## src/rtl/mux_arbiter.sv

```systemverilog
// -----------------------------------------------------------------------------
// mux_arbiter
//
// Four-requester burst arbiter feeding one registered 16-bit output stage.
// A two-state FSM (ARB / GRANT) picks one requester, holds the grant for a
// burst, then returns to ARB for at least one cycle before the next decision.
// A burst ends on the beat carrying in_last, or on the beat that brings the
// beat count to BURST_MAX, whichever comes first.
//
// Arbitration is round-robin by default: the search starts at rr_ptr and
// wraps upward, and rr_ptr moves to (select+1) when a burst ends.
// Define MUX_ARBITER_FIXED_PRIO_EN to build a fixed-priority arbiter instead
// (requester 0 highest, requester 3 lowest). In that build there is no rr_ptr.
//
// Parameters
//   BURST_MAX  maximum beats per grant (1..255)
//
// Ports
//   clk        rising-edge clock
//   rst_n      asynchronous active-low reset
//   in_valid   per-requester data valid (bit i = requester i)
//   in_last    per-requester last beat of burst
//   input_1..4 requester 0..3 data
//   in_ready   per-requester accept (only the granted bit can be high)
//   out_data   registered output data
//   out_valid  out_data holds a beat
//   out_ready  downstream accept
//   select     index of the granted requester (holds its value in ARB)
//   grant      one-hot grant, zero when no grant is held
//   busy       high while in GRANT
// -----------------------------------------------------------------------------
module mux_arbiter #(
  parameter int BURST_MAX = 8
) (
  input  logic        clk,
  input  logic        rst_n,
  input  logic [3:0]  in_valid,
  input  logic [3:0]  in_last,
  input  logic [15:0] input_1,
  input  logic [15:0] input_2,
  input  logic [15:0] input_3,
  input  logic [15:0] input_4,
  output logic [3:0]  in_ready,
  output logic [15:0] out_data,
  output logic        out_valid,
  input  logic        out_ready,
  output logic [1:0]  select,
  output logic [3:0]  grant,
  output logic        busy
);

  typedef enum logic {
    ARB   = 1'b0,
    GRANT = 1'b1
  } state_t;

  state_t      r_state;
  logic [7:0]  r_beat_cnt;
  logic [1:0]  r_select;
  logic [3:0]  r_grant;
  logic [15:0] r_out_data;
  logic        r_out_valid;
`ifndef MUX_ARBITER_FIXED_PRIO_EN
  logic [1:0]  r_rr_ptr;
  logic [1:0]  w_cand;
`endif

  logic [1:0]  w_win;
  logic        w_any;
  logic [15:0] w_sel_data;
  logic        w_can_accept;
  logic        w_xfer;
  logic        w_burst_end;

  // The output register can take a new beat when it is empty or being drained
  // on this same edge.
  assign w_can_accept = !r_out_valid || out_ready;
  assign w_xfer       = (r_state == GRANT) && in_valid[r_select] && w_can_accept;
  assign w_burst_end  = w_xfer &&
                        (in_last[r_select] ||
                         (({1'b0, r_beat_cnt} + 9'd1) == 9'(BURST_MAX)));
  assign w_any        = |in_valid;

  always_comb begin
    in_ready = 4'b0000;
    if (r_state == GRANT) begin
      in_ready[r_select] = w_can_accept;
    end
  end

  always_comb begin
    case (r_select)
      2'd0:    w_sel_data = input_1;
      2'd1:    w_sel_data = input_2;
      2'd2:    w_sel_data = input_3;
      default: w_sel_data = input_4;
    endcase
  end

  // Winner selection. Scanning from the far end down means the candidate
  // closest to the start point is the last assignment and therefore wins.
`ifdef MUX_ARBITER_FIXED_PRIO_EN
  always_comb begin
    w_win = 2'd0;
    for (int k = 3; k >= 0; k--) begin
      if (in_valid[k]) w_win = 2'(k);
    end
  end
`else
  always_comb begin
    w_win  = 2'd0;
    w_cand = r_rr_ptr;
    for (int k = 3; k >= 0; k--) begin
      w_cand = r_rr_ptr + 2'(k);
      if (in_valid[w_cand]) w_win = w_cand;
    end
  end
`endif

  // Arbitration FSM with registered select/grant.
  always_ff @(posedge clk or negedge rst_n) begin
    if (!rst_n) begin
      r_state    <= ARB;
      r_beat_cnt <= 8'd0;
      r_select   <= 2'd0;
      r_grant    <= 4'b0000;
`ifndef MUX_ARBITER_FIXED_PRIO_EN
      r_rr_ptr   <= 2'd0;
`endif
    end else begin
      case (r_state)
        ARB: begin
          if (w_any) begin
            r_select   <= w_win;
            r_grant    <= 4'(1) << w_win;
            r_beat_cnt <= 8'd0;
            r_state    <= GRANT;
          end else begin
            r_grant <= 4'b0000;
          end
        end
        GRANT: begin
          // A dropped in_valid simply stalls here: no timeout by design.
          if (w_xfer) begin
            r_beat_cnt <= r_beat_cnt + 8'd1;
            if (w_burst_end) begin
              r_state <= ARB;
              r_grant <= 4'b0000;
`ifndef MUX_ARBITER_FIXED_PRIO_EN
              r_rr_ptr <= r_select + 2'd1;
`endif
            end
          end
        end
        default: r_state <= ARB;
      endcase
    end
  end

  // Output stage: drains on out_ready independently of the FSM.
  always_ff @(posedge clk or negedge rst_n) begin
    if (!rst_n) begin
      r_out_valid <= 1'b0;
      r_out_data  <= 16'h0000;
    end else if (w_xfer) begin
      r_out_valid <= 1'b1;
      r_out_data  <= w_sel_data;
    end else if (r_out_valid && out_ready) begin
      r_out_valid <= 1'b0;
    end
  end

  assign out_data  = r_out_data;
  assign out_valid = r_out_valid;
  assign select    = r_select;
  assign grant     = r_grant;
  assign busy      = (r_state == GRANT);

endmodule

```

## config.mk

```make
export PLATFORM = sky130hd
export DESIGN_NAME = mux_arbiter
export DESIGN_NICKNAME = d
export VERILOG_FILES = /design/src/rtl/mux_arbiter.sv
export SDC_FILE = /design/constraint.sdc
export NUM_CORES = 1
export LEC_CHECK = 0
export ABC_AREA = 1
export BUFFER_PORTS_ARGS = -buffer_cell sky130_fd_sc_hd__buf_2
export CAP_MARGIN = 20
export CORE_UTILIZATION = 25
export DETAILED_ROUTE_END_ITERATION = 12
export GPL_TIMING_DRIVEN = 0
export PLACE_DENSITY_LB_ADDON = 0.05
export SLEW_MARGIN = 20
export SYNTH_ARGS = -nofsm -noshare
export SYNTH_HDL_FRONTEND = slang
export SYNTH_SLANG_ARGS = --single-unit
```

## constraint.sdc

```tcl
create_clock -name clk -period 4.68 [get_ports clk]
set_clock_uncertainty 0.2 [all_clocks]
set_input_delay 0.702 -clock clk [delete_from_list [all_inputs] [get_ports clk]]
set_output_delay 0.702 -clock clk [all_outputs]
set_load 0.01 [all_outputs]
```

======== After elaboration in Yosys (flattened, before gate mapping) ========
Cells that the tools add are included.
word-level totals
  register bits ........................... 34
  input bits .............................. 75
  output and inout port bits .............. 28
  logic and storage cells ................. 76
operators by class
  add/sub/neg operators ................... 6
  $lt $le $gt $ge ......................... 6
  equality and inequality tests ........... 6
  shifts and indexed selects .............. 1
  muxes and demuxes ....................... 33
  bitwise gates (word level) .............. 2
  reductions and logical operators ........ 15
operators by type and width
  kind                 number
  $pmux 16 s3          1
  $mux 4               4
  $mux 8               2
  $pmux 8 s2           1
  $lt 2x3->1 const B   5
  $bmux 1 s2           6
  $mux 1               12
  $add 8x1->9 const B  1
  $eq 9x4->1 const B   1
  $add 8x1->8 const B  1
  $mux 2               4
  $pmux 4 s2           1
  $reduce_and 2->1     3
  $logic_and 1x1->1    5
  $add 2x1->2 const B  2
  $add 2x2->2 const B  2
  $and 4x4->4          1
  $ne 2x1->1 const B   2
  $reduce_or 4->1      1
  $shl 1x2->4 const A  1
  $reduce_and 3->1     1
  $demux 1 s2          1
  $eq 2x1->1 const B   1
  $eq 2x2->1 const B   1
  8 further kinds      9

======== Depth between registers and ports, before layout ========
  word-level depth ........................ 10
  depth in mapped cells ................... 12
  depth with buffers taken out ............ 12

======== Worst setup path before layout ========
OpenSTA, ideal clock, no wires.
  kind .................................... register -> output
  from .................................... reg r_select[0] (netlist: select[0])
  to ...................................... out in_ready[2]
  arrival ................................. 1,523 ps
  required time ........................... 3,778 ps
  path slack .............................. 2,255 ps
  stages on the path, launching flop included .. 7
  path buffers ............................ 2
  path through ............................ dfrtp_1 -> inv_2 -> ha_1 -> clkbuf_1 -> clkbuf_1 -> nand2_1 -> nor2_1
between the ends
  longest elaborated chain between the ends .. 6
  elaborated cells between the ends (all ways) .. 7
  those cells by class .................... order compare: 2; mux: 3; bitwise: 1; reduce/logical: 1
ends and longest elaborated chain
  item                                                                   RTL line  text
  from (decl)                                                            59        logic [1:0] r_select;
  from (signal assigned)                                                 134       r_select <= w_win;
  $lt 2x3->1 (not written as such) / $ge 2x1->1 (equally long branches)  87        in_ready[r_select] = w_can_accept;
  $logic_and 1x1->1 (not written as such)                                87
  $mux 1 (not written as such)                                           87
  $demux 1 s2 (*)                                                        87
  $and 4x4->4 (no source line) (*)                                       --
  $mux 4 (*)                                                             86        if (r_state == GRANT) begin
  to (decl)                                                              43        output logic [3:0] in_ready,
Mark *: on every way between the ends. The rest lies on a longest branch, timed or not.

======== Worst setup path after layout ========
  from .................................... reg r_select[1] (netlist: select[1])
  to ...................................... out in_ready[0]
The elaborated chain is that of the path after synthesis.

==> metrics.csv <==
stage,metric,value,unit
power_and_ir_drop,ir_worst_vdd,0.1846,mV
status,status,"complete, no violations",
sta,worstMarginPinSlew,0.7777,ns
synthesis,syn_area,2216,sq um
synthesis,synth_cell_type_count,25,
drt,vias,2397,
sta,rsz0062_at_grt,false,
drt,met3RoutedLength,443,um
drt,post-route-drc-count,0,
synthesis,avgSynthCellArea,7.102,sq um
drt,dr.max_layer_used,met4,
worst_setup_path,endpoint_kind,output port,
job,maxCapViolCount,0,
cells_and_area,syn_to_final_growth,32.69,%
hold_path,hp-class,register to register,
cells_and_area,layout_commonest_cell,nand2_1,
synthesis,syn_nets,394,
worst_setup_path,crit_type,register to output port,
sta,fmax,306.5,MHz
clock_network,cts_tree,built,
sta,finalCriticalPeriod,3.263,ns
cells_and_area,fin_cells,525,
worst_setup_path,required,3.78,ns
clock_network,cts_buffers,5,
global_route,grt_pass1_vias,2312,
clock_network,htreeDepth,2,
sta,setup_ws,1.417,ns
sta,finalSetupViolCount,0,
clock_network,root_buffer,clkbuf_8,
placed_design,dp.cells,519,
placed_design,dpl_cell_area,2858,sq um
worst_setup_path,worstPathMaxFanout,10,
sta,hold_viol_final,0,
synthesis,ys_warn_count,0,
floorplanning,num_rows,33,
global_route,grt_max_degree,35,
clock_network,cts_resized,0,
global_route,track_usage,0.1582,
cells_and_area,drive_gt1_frac,0.2786,
drt,met1_length,3.226,mm
cells_and_area,postLayoutCoreUtil,0.3508,
placed_design,gp_congestion,0.7669,
cells_and_area,design_area,2940,sq um
clock_network,clkLatencyLatePin,0.28,ns
floorplanning,dieHeight,96.15,um
worst_setup_path,cp-start-kind,register,
placed_design,place_hpwl,5.182,mm
placed_design,dp_slack,1.703,ns
drt,viasPerCell,4.566,
sta,finalSetupTns,0,ns
global_route,antenna_found_initial,0,
floorplanning,start_util,0.2644,
floorplanning,die_area,9244,sq um
power_and_ir_drop,power.density,591.8,nW/um^2
clock_network,cts.hold.buffers_added,0,
floorplanning,core_area,8382,sq um
cells_and_area,final_net_count,503,
clock_network,clockBufferDepth,2,
clock_network,post_cts_buffers,0,
cells_and_area,diodes,0,
sta,hold_ws,0.2865,ns
drt,wl_per_cell,12.78,um
global_route,grt_pass1_wl,11.10,mm
worst_setup_path,cp.arrival,2.36,ns
drt,drt_iter0_drc,98,
drt,totalWireLength,6.710,mm
global_route,grt_remaining_overflow,0,
clock_network,clock-sinks,34,
synthesis,syn_inst,312,
floorplanning,fp.dieW,96.15,um
clock_network,clkTransAtPathRegs,0.07,ns
sta,slew_headroom,0.4815,
power_and_ir_drop,p_leak,1.643,nW
drt,ant_nets,0,
drt,first_pass_iters,4,
drt,wl_met2,2.988,mm
floorplanning,ios,103,
placed_design,port_buffers,102,
cells_and_area,most-common-layout-cells,"120 x nand2_1, 104 x buf_2, 34 x dfrtp_1",
sta,drv_slew,0,
power_and_ir_drop,power,1.740,mW
sta,final.period_utilization,0.6972,
synthesis,ys_seq_area_frac,0.3840,
synthesis,ys_ff_latch,34,
metal layers:
| metal | GRT usage | up-vias |
|---|---|---|
| met3 | 0.04818 | 5 |
| met4 | 0.03731 | 0 |
| met2 | 0.2677 | 74 |
| met1 | 0.1957 | 1071 |
| met5 | 0 | - |
| li1 | - | 1247 |
critical path, stage by stage (launching register included):
cell and delay, ns:
dfrtp_1 0.48, inv_1 0.21, ha_1 0.18, clkbuf_1 0.36, clkbuf_1 0.43, nand2_1 0.10, nor2_1 0.16, buf_2 0.17
worst paths after layout:
kind | from | slack [ns] | cells after the start | end
worst min-delay path | out_data[9]$_DFFE_PN0P_ | 0.29 | 2 | out_data[9]$_DFFE_PN0P_
max in group asynchronous | rst_n | 3.48 | 1 | out_data[12]$_DFFE_PN0P_
min in group asynchronous | rst_n | 0.30 | 1 | select[1]$_DFFE_PN0P_
worst min register to register | out_data[9]$_DFFE_PN0P_ | 0.29 | 2 | out_data[9]$_DFFE_PN0P_
worst max register to register | select[1]$_DFFE_PN0P_ | 2.30 | 7 | out_data[14]$_DFFE_PN0P_
worst max-delay path | select[1]$_DFFE_PN0P_ | 1.42 | 7 | in_ready[0]
state kept, by name, indices dropped and copies added (netlist names):
register    flops
grant           4
out_data       16
out_valid       1
r_beat_cnt      8
r_rr_ptr        2
select          2
busy            1
synthesized netlist by cell type (all sizes together):
library cell / number / share of area
buf: 5 / 0.016
nor2: 17 / 0.036
a21boi: 1 / 0.0034
nand3b: 2 / 0.0068
a22o: 16 / 0.063
o21ai: 29 / 0.066
nand3: 13 / 0.029
o21bai: 1 / 0.0034
a21oi: 5 / 0.013
a32o: 1 / 0.0045
o22ai: 18 / 0.051
clkbuf: 8 / 0.014
nand2: 121 / 0.21
inv: 29 / 0.050
ha: 7 / 0.040
nand4: 5 / 0.014
dfrtp: 34 / 0.38
power breakdown:
group | internal [mW] | leakage [nW] | switching, mW
logic | 0.386 | 1.17 | 0.627
clock network | 0.113 | 0.0431 | 0.0992
registers | 0.413 | 0.434 | 0.101
total | 0.913 | 1.64 | 0.827
kinds of logic after synthesis:
family / synth area share
buf+inv: 0.08018
fa+ha+maj: 0.03952
flops: 0.3840
simple gates: 0.2925
compound gates: 0.2038
layout make-up:
type,instances,area (sq um)
Buffer,13,66.31
Clock buffer,6,82.58
Fill cell,924,5441
Inverter,29,111.4
Multi-Input combinational cell,236,1187
Sequential cell,34,850.8
Tap cell,105,131.4
Timing Repair Buffer,102,510.5
Power figures use the tool's default switching activity.
